File: config.mk
export PLATFORM = sky130hd
export DESIGN_NAME = light_display_scan
export DESIGN_NICKNAME = d
export VERILOG_FILES = /design/src/rtl/light_display_pkg.sv /design/src/rtl/bcd_to_seg.sv /design/src/rtl/light_display_scan.sv
export SDC_FILE = /design/constraint.sdc
export NUM_CORES = 1
export LEC_CHECK = 0
export CAP_MARGIN = 25
export CORE_MARGIN = 3
export CORE_UTILIZATION = 40
export CTS_CLUSTER_DIAMETER = 60
export CTS_CLUSTER_SIZE = 10
export DETAILED_ROUTE_END_ITERATION = 10
export SLEW_MARGIN = 30
export SYNTH_ARGS = -nofsm -noshare
export SYNTH_HDL_FRONTEND = slang
export SYNTH_HIERARCHICAL = 1
export SYNTH_SLANG_ARGS = --single-unit
export TNS_END_PERCENT = 20
File: constraint.sdc
create_clock -name Clk -period 2.82 [get_ports Clk]
set_input_delay 0.282 -clock Clk [delete_from_list [all_inputs] [get_ports Clk]]
set_output_delay 0.282 -clock Clk [all_outputs]
set_load 0.02 [all_outputs]
File: src/rtl/light_display_pkg.sv
// Shared types and segment constants for the scanned traffic display.
// Imported by light_display_scan and bcd_to_seg.
package light_display_pkg;

    typedef enum logic [1:0] {
        ST_IDLE  = 2'd0,
        ST_SHOW  = 2'd1,
        ST_BLANK = 2'd2
    } state_t;

    typedef logic [1:0] dig_idx_t;

    localparam dig_idx_t IDX_FIRST = 2'd0;
    localparam dig_idx_t IDX_LAST  = 2'd3;

    localparam logic [6:0] SEG_DASH  = 7'h40;
    localparam logic [6:0] SEG_BLANK = 7'h00;

    // Entry n holds the {g,f,e,d,c,b,a} pattern for decimal digit n.
    localparam logic [9:0][6:0] SEG_TABLE = {
        7'h6F, 7'h7F, 7'h07, 7'h7D, 7'h6D,
        7'h66, 7'h4F, 7'h5B, 7'h06, 7'h3F
    };

    typedef struct packed {
        logic       a_light;
        logic       b_light;
        logic [3:0] b_time_h;
        logic [3:0] b_time_l;
        logic [3:0] a_time_h;
        logic [3:0] a_time_l;
    } snapshot_t;

    function automatic logic [3:0] digit_of(input snapshot_t snap, input dig_idx_t idx);
        logic [3:0] d;
        case (idx)
            2'd0:    d = snap.a_time_l;
            2'd1:    d = snap.a_time_h;
            2'd2:    d = snap.b_time_l;
            2'd3:    d = snap.b_time_h;
            default: d = snap.a_time_l;
        endcase
        return d;
    endfunction

    function automatic logic is_fault(input snapshot_t snap);
        return snap.a_light & snap.b_light;
    endfunction

    function automatic logic time_is_low(input logic [3:0] hi, input logic [3:0] lo);
        return (hi == 4'd0) && (lo <= 4'd3);
    endfunction

endpackage

File: src/rtl/bcd_to_seg.sv
// Combinational BCD to 7-segment decoder; codes 10..15 render as a dash.
module bcd_to_seg
    import light_display_pkg::*;
(
    input  logic [3:0] bcd,
    output logic [6:0] seg
);

    // Table lookup for valid digits, dash for everything else
    always_comb begin
        seg = SEG_DASH;
        case (bcd)
            4'd0:    seg = SEG_TABLE[0];
            4'd1:    seg = SEG_TABLE[1];
            4'd2:    seg = SEG_TABLE[2];
            4'd3:    seg = SEG_TABLE[3];
            4'd4:    seg = SEG_TABLE[4];
            4'd5:    seg = SEG_TABLE[5];
            4'd6:    seg = SEG_TABLE[6];
            4'd7:    seg = SEG_TABLE[7];
            4'd8:    seg = SEG_TABLE[8];
            4'd9:    seg = SEG_TABLE[9];
            default: seg = SEG_DASH;
        endcase
    end

endmodule

File: src/rtl/light_display_scan.sv
// Scanned 4-digit 7-segment display and lamp driver fed by the traffic controller.
// Optional blinking of low countdowns is enabled with `define LIGHT_DISPLAY_BLINK_EN.
module light_display_scan
    import light_display_pkg::*;
#(
    parameter int SCAN_DIV     = 50000,
    parameter int BLANK_CYCLES = 2,
    parameter int BLINK_FRAMES = 125
) (
    input  logic       Clk,
    input  logic       Reset,
    input  logic       A_Light,
    input  logic       B_Light,
    input  logic [3:0] A_Time_L,
    input  logic [3:0] A_Time_H,
    input  logic [3:0] B_Time_L,
    input  logic [3:0] B_Time_H,
    output logic [6:0] Seg,
    output logic [3:0] Dig_En,
    output logic       A_Green,
    output logic       A_Red,
    output logic       B_Green,
    output logic       B_Red
);

    localparam int CNT_MAX = (SCAN_DIV > BLANK_CYCLES) ? SCAN_DIV : BLANK_CYCLES;
    localparam int CNT_W   = $clog2(CNT_MAX + 1);
    localparam logic [CNT_W-1:0] SCAN_END  = CNT_W'(SCAN_DIV - 1);
    localparam logic [CNT_W-1:0] BLANK_END = CNT_W'(BLANK_CYCLES - 1);

    state_t           state_r, state_n_s;
    logic [CNT_W-1:0] presc_r, presc_n_s;
    dig_idx_t         idx_r, idx_n_s;
    snapshot_t        snap_r, snap_n_s, live_s;
    logic             first_load_s, frame_wrap_s;

    logic [6:0]       seg_r, seg_n_s, dec_seg_s;
    logic [3:0]       dig_en_r, dig_en_n_s;
    logic [3:0]       lamps_r, lamps_n_s;
    logic [3:0]       digit_s;
    logic             fault_s, dir_low_s, blink_off_s;

    assign live_s = '{a_light:  A_Light,  b_light:  B_Light,
                      b_time_h: B_Time_H, b_time_l: B_Time_L,
                      a_time_h: A_Time_H, a_time_l: A_Time_L};

    // Scan sequencer: prescaler, digit index and once-per-frame snapshot
    always_comb begin
        state_n_s    = state_r;
        presc_n_s    = presc_r + CNT_W'(1);
        idx_n_s      = idx_r;
        first_load_s = 1'b0;
        frame_wrap_s = 1'b0;
        case (state_r)
            ST_IDLE: begin
                if (presc_r == SCAN_END) begin
                    state_n_s    = ST_SHOW;
                    presc_n_s    = '0;
                    idx_n_s      = IDX_FIRST;
                    first_load_s = 1'b1;
                end else begin
                    state_n_s = ST_IDLE;
                end
            end
            ST_SHOW: begin
                if (presc_r == SCAN_END) begin
                    state_n_s = ST_BLANK;
                    presc_n_s = '0;
                end else begin
                    state_n_s = ST_SHOW;
                end
            end
            ST_BLANK: begin
                if (presc_r == BLANK_END) begin
                    state_n_s    = ST_SHOW;
                    presc_n_s    = '0;
                    idx_n_s      = idx_r + 2'd1;
                    frame_wrap_s = (idx_r == IDX_LAST);
                end else begin
                    state_n_s = ST_BLANK;
                end
            end
            default: begin
                state_n_s = ST_IDLE;
                presc_n_s = '0;
                idx_n_s   = IDX_FIRST;
            end
        endcase
    end

    // Snapshot is only refreshed at a frame boundary so a frame never tears
    always_comb begin
        snap_n_s = snap_r;
        if (first_load_s || frame_wrap_s) begin
            snap_n_s = live_s;
        end else begin
            snap_n_s = snap_r;
        end
    end

`ifdef LIGHT_DISPLAY_BLINK_EN
    localparam int FRM_W = $clog2(BLINK_FRAMES + 1);
    localparam logic [FRM_W-1:0] FRM_END = FRM_W'(BLINK_FRAMES - 1);

    logic [FRM_W-1:0] frame_cnt_r, frame_cnt_n_s;
    logic             phase_r, phase_n_s;

    // Blink phase flips after every BLINK_FRAMES completed frames
    always_comb begin
        frame_cnt_n_s = frame_cnt_r;
        phase_n_s     = phase_r;
        if (frame_wrap_s) begin
            if (frame_cnt_r == FRM_END) begin
                frame_cnt_n_s = '0;
                phase_n_s     = ~phase_r;
            end else begin
                frame_cnt_n_s = frame_cnt_r + FRM_W'(1);
            end
        end else begin
            frame_cnt_n_s = frame_cnt_r;
        end
    end

    // Blink state registers; phase starts ON
    always_ff @(posedge Clk or posedge Reset) begin
        if (Reset) begin
            frame_cnt_r <= '0;
            phase_r     <= 1'b1;
        end else begin
            frame_cnt_r <= frame_cnt_n_s;
            phase_r     <= phase_n_s;
        end
    end

    assign blink_off_s = ~phase_n_s;
`else
    assign blink_off_s = 1'b0;
`endif

    assign digit_s = digit_of(snap_n_s, idx_n_s);
    assign fault_s = is_fault(snap_n_s);
    // idx bit1 selects direction B, bit0 selects the tens digit
    assign dir_low_s = idx_n_s[1] ? time_is_low(snap_n_s.b_time_h, snap_n_s.b_time_l)
                                  : time_is_low(snap_n_s.a_time_h, snap_n_s.a_time_l);

    bcd_to_seg u_dec (
        .bcd (digit_s),
        .seg (dec_seg_s)
    );

    // Next-cycle display and lamp values, computed from next state so outputs stay registered
    always_comb begin
        seg_n_s    = SEG_BLANK;
        dig_en_n_s = 4'b0000;
        lamps_n_s  = 4'b0000;
        if (state_n_s == ST_SHOW) begin
            dig_en_n_s = 4'b0001 << idx_n_s;
            if (fault_s) begin
                seg_n_s = SEG_DASH;
            end else if (blink_off_s && dir_low_s) begin
                seg_n_s = SEG_BLANK;
            end else if (idx_n_s[0] && (digit_s == 4'd0)) begin
                seg_n_s = SEG_BLANK;
            end else begin
                seg_n_s = dec_seg_s;
            end
        end else begin
            dig_en_n_s = 4'b0000;
            seg_n_s    = SEG_BLANK;
        end
        if (state_n_s == ST_IDLE) begin
            lamps_n_s = 4'b0000;
        end else if (fault_s) begin
            lamps_n_s = 4'b0101;
        end else begin
            lamps_n_s = {snap_n_s.a_light, ~snap_n_s.a_light,
                         snap_n_s.b_light, ~snap_n_s.b_light};
        end
    end

    // State, snapshot and output registers
    always_ff @(posedge Clk or posedge Reset) begin
        if (Reset) begin
            state_r  <= ST_IDLE;
            presc_r  <= '0;
            idx_r    <= IDX_FIRST;
            snap_r   <= '0;
            seg_r    <= SEG_BLANK;
            dig_en_r <= 4'b0000;
            lamps_r  <= 4'b0000;
        end else begin
            state_r  <= state_n_s;
            presc_r  <= presc_n_s;
            idx_r    <= idx_n_s;
            snap_r   <= snap_n_s;
            seg_r    <= seg_n_s;
            dig_en_r <= dig_en_n_s;
            lamps_r  <= lamps_n_s;
        end
    end

    assign Seg     = seg_r;
    assign Dig_En  = dig_en_r;
    assign A_Green = lamps_r[3];
    assign A_Red   = lamps_r[2];
    assign B_Green = lamps_r[1];
    assign B_Red   = lamps_r[0];

endmodule

==> out/qor.txt, run 1 <==
Worst-path clk slew -> 0.09 ns
Reg2reg setup slack -> -0.17 ns
RSZ-0062 raised after global routing -> yes
Top-area cell type share of the netlist area -> 49.63%
Die area -> 7698 um2
Crit-path leading delay family -> multiplexers
RR Endpoint -> Seg[0]
Initial DRC Count -> 72
Area leader, netlist -> dfrtp_1
Detailed Routing Iterations Pass 1 -> 4
Clock Skew -> 0.008496 ns
Post-synth EDFFs -> 0
Gpl congestion -> 0.7825
Worst path max stage delay -> 0.41 ns
Top_reg_cell synth -> dfrtp_1
Initial antenna violation count -> 0
Post-layout util -> 56.65%
Post-layout power -> 1.327 mW
DR WL/cell -> 13.38 um
DP Wirelength -> 4031 um
Hold Violations, Final -> 0
Crit path time final -> 2.989 ns
Number of library cell types mapped by synthesis -> 46
FF-to-FF path depth -> 14
PortBufs -> 34
Setup TNS Final -> -0.9787 ns
Row Count -> 29
Final-report max-slew violation count -> 0
Crit path launch -> presc_r[1]
Largest net degree at the start of global routing -> 22
Mapped Area -> 2673 um2
Lkg Pwr -> 1.769 nW
CTS Hold Bufs -> 0
Critical path data required time -> 3.06 ns
Global-route wire length before repair -> 8990 um
Height of the die -> 87.74 um
IO Pins -> 35
CP startpoint kind -> flip-flop
Failing checks -> negative setup slack
Async S/R FF share, synth -> 100.0%
RR Startpoint -> presc_r[1]
Later-pin clock latency in the skew report -> 0.30 ns
CTS tree -> yes
Routed vias/inst -> 4.924
PD cells -> 364.7 nW/um2
Core region area -> 6422 um2
Die W -> 87.74 um
Worst IR drop on VDD -> 0.0002474 V
Via count -> 1950
Final Setup Violations -> 7
Worst-Margin Slew -> 0.5400 ns
Synthesis Warnings -> 6
Gate Count Post-Synth -> 237
Setup ws final -> -0.1687 ns
Worst hold path class -> input pin to async pin
Sequential area share after synthesis -> 49.63%
Tcrit/Tclk final -> 106.0%
All-Layer GR Usage -> 14.98%
Nets -> 347
Final WL -> 5297 um
Slowest stage cell, crit path -> dfrtp_1
CTS sink cnt -> 53
TritonCTS buffer count -> 5
Antenna Cells -> 0
Maximum buffer depth of the clock tree -> 2
Critical path class -> flip-flop to flip-flop
Buf+Inv Stages, Crit Path -> 3
Worst Setup End Kind -> flip-flop
Worst slew margin -> 63.72%
Flops & latches, synth -> 53
Maxcap violations -> 0
Starting Density -> 41.61%
Overflow after GRT -> 0
Worst-path fanout max -> 7
CTS H-tree lvls -> 2
Outcome -> finished with violations
Number of global-route vias before repair -> 1899
Synth area leaders -> dfrtp_1 (50%), mux2_2 (5.1%), ha_1 (4.2%), mux2_1 (4.2%), nor2_1 (3.5%)
Synth-to-layout area growth -> 36.14%
Share of post-route cells with drive strength above 1 -> 29.47%
FILL cells -> 554
Synthesized area per cell -> 11.28 um2
Worst path arrival time -> 3.23 ns
DRT antenna net count -> 0
Crit-path cells -> inv_1 -> ha_1 -> nor4b_4 -> nand4_2 -> buf_4 -> nand2b_4 -> o211ai_4 -> mux2_2 -> mux2i_4 -> inv_2 -> ha_2 -> mux2_4 -> o22ai_1 -> and3_1
DRC errors left -> 0
Root Buffer Master -> clkbuf_8
FMAX -> 0.3346 GHz
Syn Nets -> 266
## logic make-up after synthesis
logic type	after synthesis	synth area share (%)
buf+inv	22	4.494
fa+ha+maj	9	4.214
compound gates	25	7.022
flops	53	49.63
simple gates	84	17.18
xor+xnor	14	4.588
mux	30	12.87
## per-stage QoR
step	setup WS [ns]	cells	area [um2]	hold WS, ns
after floorplan	-0.1372	237	2734	0.4335
after global placement	-0.2055	385	3458	0.4635
after detailed placement	-0.2518	385	3458	0.4706
after CTS	-0.2250	396	3635	0.2466
after global routing	-0.4153	396	3638	0.2614
final	-0.1687	396	3638	0.2312
## sequential cells by signal (all words and copies together) (netlist names)
register	flops
lamps_r	4
state_r	2
Dig_En	4
idx_r	2
Seg	7
snap_r	18
presc_r	16
## worst max path at each step
stage,end,cells after the start
after floorplan,Seg[6],14
after global placement,Seg[0],14
after detailed placement,Seg[0],13
after CTS,Seg[0],14
after global routing,Seg[6],16
final,Seg[0],14
## routing by layer
metal	part of all wire (%)	global-route usage, %	vias to the layer above	wire length [um]
met1	52	21.89	935	2738
met3	3.2	3.198	6	167
met5	0	0	-	0
met4	1.3	5.021	0	71
li1	-	-	981	-
met2	44	22.12	28	2320
## timing repair
| action | in CTS | in global routing |
|---|---|---|
| endpoints found under the setup margin | 7 | 7 |
| pin swaps | 3 | 1 |
| gates resized for setup | 7 | 1 |
| setup buffers | 3 | 0 |
## cell usage after synthesis, types with 2 or more instances
master / n
o31a_1: 2
nand2b_1: 2
nor3_1: 4
mux2i_1: 4
or2_2: 2
and3_1: 9
mux2i_2: 3
buf_6: 5
nand4_1: 5
a21oi_1: 3
mux2_1: 10
ha_1: 9
xnor2_1: 7
and4_1: 2
xor2_1: 7
nor2_1: 25
nand3_1: 9
a22oi_1: 2
inv_1: 15
o21ai_0: 3
mux2_2: 12
nand2_1: 15
a21o_1: 3
dfrtp_1: 53
nor2b_1: 2
o22ai_1: 4
## area by class of cell
class	count	area, um2	area share [%]
Clock buffer	7	86.33	2.373
Clock inverter	1	30.03	0.8253
Inverter	16	60.06	1.651
Multi-Input combinational cell	162	1329	36.52
Sequential cell	53	1326	36.45
Tap cell	77	96.34	2.648
Timing Repair Buffer	80	710.7	19.53
## report_power, final
group | switching [mW] | internal [mW] | leakage (nW) | total, mW
sequential | 0 | 0.759 | 0.726 | 0.759
combinational | 0.0184 | 0.0253 | 0.984 | 0.0436
clock | 0.235 | 0.289 | 0.0585 | 0.524
## placed cells by master, fill, tap and decap left out, types with 2 or more instances in the layout
master / instances
a21o_1: 3
nand2b_1: 2
or2_2: 2
inv_2: 5
o31a_1: 2
a22oi_1: 2
mux2i_1: 4
clkbuf_8: 6
o21ai_0: 3
dfrtp_1: 53
mux2i_4: 3
o22ai_1: 4
buf_4: 44
and4_1: 2
nor2_1: 25
buf_12: 2
mux2_1: 2
and3_1: 9
nand3_1: 9
xnor2_1: 7
xor2_1: 7
clkdlybuf4s50_1: 34
mux2_2: 7
nand2_1: 15
ha_1: 7
nor3_1: 4
inv_1: 11
a21oi_1: 3
nor2b_1: 2
mux2_4: 14
nand4_1: 5
(Power assumes the default switching activity.)
==> run 2: changes to the inputs <==
- GPL_TIMING_DRIVEN: default -> 0
==> run 2 against run 1 <==
  * The flow still finishes with violations (negative setup slack)
  * Clock skew down 0.00069 ns
  * Critical path depth shrank 1
  * Setup slack lost 0.22 ns
  * Utilization down 2.1 points
  * Sequential cell count unchanged
  * Non-clock buffer count is 25 lower
  * Sequential power about the same
  * Cell count down 6.3%
==> out/qor.txt, run 2 (synthesis gave the netlist of run 1 again) <==
Tcrit/Tclk final -> 113.7% (+7.7 points)
Clock Skew -> 0.007808 ns (-0.0006880 ns)
RSZ-0062 raised after global routing -> yes
DRT antenna net count -> 0 (unchanged)
Largest net degree at the start of global routing -> 41 (+86%)
Worst-path fanout max -> 6 (-1)
Outcome -> finished with violations
Initial antenna violation count -> 0 (unchanged)
Crit path time final -> 3.206 ns (+0.2175 ns)
Synth-to-layout area growth -> 31.13%
Routed vias/inst -> 5.019 (+1.9%)
Worst slew margin -> 63.76% (about the same)
Worst Setup End Kind -> flip-flop
Maxcap violations -> 0 (unchanged)
Core region area -> 6422 um2 (unchanged)
Worst hold path class -> input pin to async pin
CTS Hold Bufs -> 0 (unchanged)
Initial DRC Count -> 48 (-33%)
All-Layer GR Usage -> 14.82% (-0.16 points)
Die W -> 87.74 um (unchanged)
PD cells -> 346.3 nW/um2 (-5.0%)
Worst IR drop on VDD -> 0.0002184 V (-12%)
Worst-Margin Slew -> 0.5436 ns (+0.003578 ns)
Critical path class -> flip-flop to flip-flop
CTS tree -> yes
Lkg Pwr -> 1.633 nW (-7.7%)
Largest Register -> snap_r
Final Setup Violations -> 7 (unchanged)
TritonCTS buffer count -> 5 (unchanged)
Hold Violations, Final -> 0 (unchanged)
Starting Density -> 41.61% (unchanged)
DP Wirelength -> 3622 um (-10%)
Final-report max-slew violation count -> 0 (unchanged)
Later-pin clock latency in the skew report -> 0.30 ns (about the same)
Most frequent cells in the layout -> dfrtp_1 (51), clkdlybuf4s50_1 (34), nor2_1 (25), mux2_4 (17), nand2_1 (14)
Nets -> 322 (-7.2%)
Post-layout power -> 1.214 mW (-8.5%)
Most common cell after layout, fill and taps aside -> dfrtp_1
Critical path data required time -> 3.01 ns (-0.05 ns)
Global-route wire length before repair -> 8907 um (-0.92%)
Final WL -> 5357 um (+1.1%)
Setup TNS Final -> -2.461 ns (-1.483 ns)
Overflow after GRT -> 0 (unchanged)
FMAX -> 0.3119 GHz (-6.8%)
Gpl congestion -> 0.7947 (+1.6%)
DR WL/cell -> 14.44 um (+7.9%)
IO Pins -> 35 (unchanged)
Layout Cells excl Fill -> 371 (-6.3%)
Root Buffer Master -> clkbuf_8
CP startpoint kind -> flip-flop
Antenna Cells -> 0 (unchanged)
Die area -> 7698 um2 (unchanged)
Worst slack at placement -> -0.5389 ns (-0.2871 ns)
Maximum buffer depth of the clock tree -> 2 (unchanged)
Share of post-route cells with drive strength above 1 -> 26.87% (-2.6 points)
Number of global-route vias before repair -> 1870 (-1.5%)
Height of the die -> 87.74 um (unchanged)
CTS sink cnt -> 53 (unchanged)
Worst-path clk slew -> 0.09 ns (about the same)
CTS H-tree lvls -> 2 (unchanged)
Via count -> 1862 (-4.5%)
Row Count -> 29 (unchanged)
Worst path arrival time -> 3.39 ns (+0.16 ns)
Failing checks -> negative setup slack
Setup ws final -> -0.3863 ns (-0.2175 ns)
PortBufs -> 34 (unchanged)
Placed insts -> 349 (-9.4%)
Number of flip-flops in the largest register -> 18 (unchanged)
DRC errors left -> 0 (unchanged)
Detailed Routing Iterations Pass 1 -> 4 (unchanged)
[run 2: power breakdown]
part / total (mW) / internal [mW] / switching (mW)
Clock: 0.408 / 0.173 / 0.236
Sequential: 0.759 / 0.759 / 0
Combinational: 0.0462 / 0.0265 / 0.0197
Total: 1.21 / 0.958 / 0.255
[run 2: area by class of cell]
cell class | count | area [um2]
Fill cell | 569 | 2918
Multi-Input combinational cell | 162 | 1394
Sequential cell | 53 | 1329
Timing Repair Buffer | 49 | 473.0
Tap cell | 77 | 96.34
Clock buffer | 6 | 72.57
Inverter | 16 | 70.07
Buffer | 6 | 60.06
Clock inverter | 2 | 10.01
[run 2: metrics by stage]
step | hold slack, ns | util [%] | area [um2]
floorplan | 0.4335 | - | 2734
global route | 0.2424 | 54.57 | 3505
CTS | 0.2403 | 53.56 | 3440
global placement | 0.4590 | 49.37 | 3171
detailed placement | 0.4664 | 49.72 | 3193
finish | 0.2423 | 54.57 | 3505
[run 2: timing repair]
| action | 4_1_cts | 5_1_grt |
|---|---|---|
| endpoints found under the hold margin | 0 | 0 |
| resized for setup | 21 | 11 |
| pin swaps | 10 | 7 |
| buffers inserted | 8 | 5 |
| gates cloned | 1 | 0 |
| setup endpoints to repair | 7 | 7 |
[run 2: routing by layer]
layer  share of wire (%)  up-vias  GRT usage (%)
li1                    -      926              -
met1                  50      898          21.10
met2                  47       34          23.15
met3                 2.9        4          3.857
met4                0.80        0          2.510
met5                   0        -              0
[run 2: final timing paths]
| path | start | to | slack [ns] | cells after the start |
|---|---|---|---|---|
| max | presc_r[10] | Seg[3] | -0.39 | 13 |
| min | Reset | snap_r[8] | 0.24 | 2 |
| max reg2reg | presc_r[10] | Seg[3] | -0.39 | 13 |
| min reg2reg | snap_r[11] | snap_r[11] | 0.49 | 1 |
| max in group asynchronous | Reset | presc_r[11] | 2.11 | 3 |
| min in group Clk | snap_r[11] | snap_r[11] | 0.49 | 1 |
[run 2: worst max-delay path, stage by stage, from the launching register on]
cell     delay (ns)
dfrtp_2        0.45
nor4_4         0.40
nand4_1        0.24
o22ai_4        0.25
buf_6          0.17
mux2_4         0.31
mux2_2         0.29
mux2i_4        0.21
inv_4          0.08
inv_2          0.11
ha_1           0.27
inv_1          0.08
o22ai_2        0.08
and3_1         0.14
==> run 3: changes to the inputs <==
- CTS_BUF_LIST: default -> sky130_fd_sc_hd__clkbuf_4 sky130_fd_sc_hd__clkbuf_8 sky130_fd_sc_hd__clkbuf_16
- SLEW_MARGIN: 30 -> default
==> run 3 against run 2 <==
  * The run still ends with negative setup slack left
  * Fmax is 0.95% lower
  * Cell count is 2.2% higher
  * Worst hold slack better by 0.024 ns
  * Sequential share of layout area is 1.2 points lower
  * Wire length is 2.8% higher
  * Power is 2.0% higher
  * Global-route usage is 0.20 points lower
  * Clock skew hardly changed
  * Sequential power hardly changed
  * Non-clock buffer count is 8 higher
==> out/qor.txt, run 3 (synthesis gave the netlist of run 1 again) <==
CTS H-tree lvls -> 2 (unchanged)
Most common cell after layout, fill and taps aside -> dfrtp_1
FF-to-FF path depth -> 15 (+2)
Worst-path fanout max -> 7 (+1)
Critical path data required time -> 3.04 ns (+0.03 ns)
IO Pins -> 35 (unchanged)
Height of the die -> 87.74 um (unchanged)
Slowest stage cell, crit path -> dfrtp_2
Detailed Routing Iterations Pass 1 -> 4 (unchanged)
FILL cells -> 555 (-2.5%)
CP startpoint kind -> flip-flop
Global-route wire length before repair -> 8818 um (-1.0%)
Crit-path leading delay family -> multiplexers
Number of flip-flops in the largest register -> 18 (unchanged)
Worst Setup End Kind -> flip-flop
Number of global-route vias before repair -> 1811 (-3.2%)
Root Buffer Master -> clkbuf_8
Antenna Cells -> 0 (unchanged)
Maxcap violations -> 0 (unchanged)
Initial antenna violation count -> 0 (unchanged)
Buf+Inv Stages, Crit Path -> 4 (unchanged)
Failing checks -> negative setup slack
TritonCTS buffer count -> 5 (unchanged)
RR Endpoint -> Seg[6]
DR WL/cell -> 14.53 um (+0.61%)
Most frequent cells in the layout -> dfrtp_1 (51), clkdlybuf4s50_1 (34), nor2_1 (25), buf_4 (21), mux2_4 (20)
Initial DRC Count -> 129 (+170%)
Worst slew margin -> 62.47% (-1.3 points)
DP Wirelength -> 3595 um (-0.74%)
Crit path launch -> presc_r[10]
Maximum buffer depth of the clock tree -> 2 (unchanged)
All-Layer GR Usage -> 14.62% (-0.20 points)
PD cells -> 342.3 nW/um2 (-1.2%)
Tcrit/Tclk final -> 114.8% (+1.1 points)
Worst-path clk slew -> 0.09 ns (about the same)
Final-report max-slew violation count -> 0 (unchanged)
Core region area -> 6422 um2 (unchanged)
Overflow after GRT -> 0 (unchanged)
Worst path max stage delay -> 0.45 ns (about the same)
Layout Cells excl Fill -> 379 (+2.2%)
Critical path class -> flip-flop to flip-flop
Most used cell, CP -> mux2_4
Synth-to-layout area growth -> 35.25%
Reg2reg setup slack -> -0.42 ns (-0.03 ns)
Outcome -> finished with violations
Largest net degree at the start of global routing -> 41 (unchanged)
Final Setup Violations -> 7 (unchanged)
Later-pin clock latency in the skew report -> 0.30 ns (about the same)
Clock Skew -> 0.007460 ns (-0.0003476 ns)
CTS tree -> yes
Lkg Pwr -> 1.685 nW (+3.2%)
Post-layout util -> 56.28% (+1.7 points)
Largest Register -> snap_r
Placed insts -> 349 (unchanged)
RSZ-0062 raised after global routing -> yes
Crit-path cells -> nor4_4 -> buf_4 -> nand4_4 -> o22ai_4 -> clkbuf_16 -> mux2_4 -> mux2_4 -> mux2i_4 -> inv_4 -> ha_4 -> nand2_2 -> a21o_1 -> inv_1 -> a41o_1 -> a21boi_1
Routed vias/inst -> 5.003 (-0.32%)
Hold Violations, Final -> 0 (unchanged)
Setup ws final -> -0.4169 ns (-0.03062 ns)
Die W -> 87.74 um (unchanged)
PortBufs -> 34 (unchanged)
RR Startpoint -> presc_r[10]
Row Count -> 29 (unchanged)
Via count -> 1896 (+1.8%)
Final WL -> 5506 um (+2.8%)
Gpl congestion -> 0.7947 (unchanged)
DRT antenna net count -> 0 (unchanged)
Nets -> 330 (+2.5%)
Die area -> 7698 um2 (unchanged)
Worst-Margin Slew -> 0.5630 ns (+0.01940 ns)
CTS sink cnt -> 53 (unchanged)
Worst IR drop on VDD -> 0.0002104 V (-3.6%)
Worst path arrival time -> 3.46 ns (+0.07 ns)
Starting Density -> 41.61% (unchanged)
Worst hold path class -> input pin to async pin
Share of post-route cells with drive strength above 1 -> 29.14% (+2.3 points)
FMAX -> 0.3089 GHz (-0.95%)
DRC errors left -> 0 (unchanged)
Crit path time final -> 3.237 ns (+0.03062 ns)
run 3: changes by cell type in the layout (fill, tap and decap cells not counted), sizes merged:
cell,previous run,this run
clkinv,2,0
clkbuf,7,9
buf,20,27
clkinvlp,0,1
run 3: power by group:
| part | total [mW] | internal (mW) | switching [mW] |
|---|---|---|---|
| combinational | 0.0460 | 0.0263 | 0.0197 |
| clock | 0.432 | 0.195 | 0.237 |
| sequential | 0.759 | 0.759 | 0 |
| total | 1.24 | 0.981 | 0.256 |
run 3: through the flow:
stage | hold slack [ns] | setup TNS [ns] | cell area, um2 | setup slack (ns) | total power [mW]
CTS | 0.2776 | -2.528 | 3471 | -0.3912 | 1.252
floorplan | 0.4335 | -0.6433 | 2734 | -0.1372 | 0.7860
finish | 0.2663 | -2.498 | 3615 | -0.4169 | 1.237
global route | 0.2782 | -3.483 | 3615 | -0.5637 | 1.289
global placement | 0.4590 | -3.224 | 3171 | -0.5077 | 0.8177
detailed placement | 0.4664 | -3.490 | 3191 | -0.5400 | 0.8217
run 3: how the worst max path moves through the flow:
stage	endpoint	slack, ns	cells after the start
global placement	Seg[3]	-0.51	14
floorplan	Seg[6]	-0.14	14
CTS	Seg[3]	-0.39	12
finish	Seg[6]	-0.42	15
detailed placement	Seg[0]	-0.54	12
global route	Seg[6]	-0.56	15
run 3: layer usage:
layer | track usage [%] | share of wire [%] | up-vias
li1 | - | - | 946
met1 | 21.94 | 50 | 917
met2 | 21.51 | 46 | 27
met3 | 2.352 | 2.2 | 6
met4 | 4.742 | 1.0 | 0
met5 | 0 | 0 | -
run 3: worst register-to-register path, cell delays in order, from the launching register on:
cell	delay, ns
dfrtp_2	0.45
nor4_4	0.35
buf_4	0.18
nand4_4	0.09
o22ai_4	0.30
clkbuf_16	0.21
mux2_4	0.30
mux2_4	0.28
mux2i_4	0.21
inv_4	0.09
ha_4	0.17
nand2_2	0.05
a21o_1	0.10
inv_1	0.03
a41o_1	0.19
a21boi_1	0.15
run 3: final cells by class:
type / count / area [um2] / area share, %
flip-flops and latches: 53 / 1329 / 36.76
well taps: 77 / 96.34 / 2.665
clock inverters: 1 / 7.507 / 0.2077
inverters: 16 / 72.57 / 2.008
repair buffers: 58 / 558.0 / 15.44
plain buffers: 5 / 52.55 / 1.454
clock buffers: 7 / 83.83 / 2.319
multi-input cells: 162 / 1415 / 39.15
run 3: repair_timing:
| action | CTS | global route |
|---|---|---|
| pin swaps | 10 | 8 |
| hold buffers | 0 | 0 |
| gates resized for setup | 20 | 19 |
| setup endpoints to repair | 7 | 7 |
| cloned | 1 | 0 |
| buffers inserted | 9 | 13 |
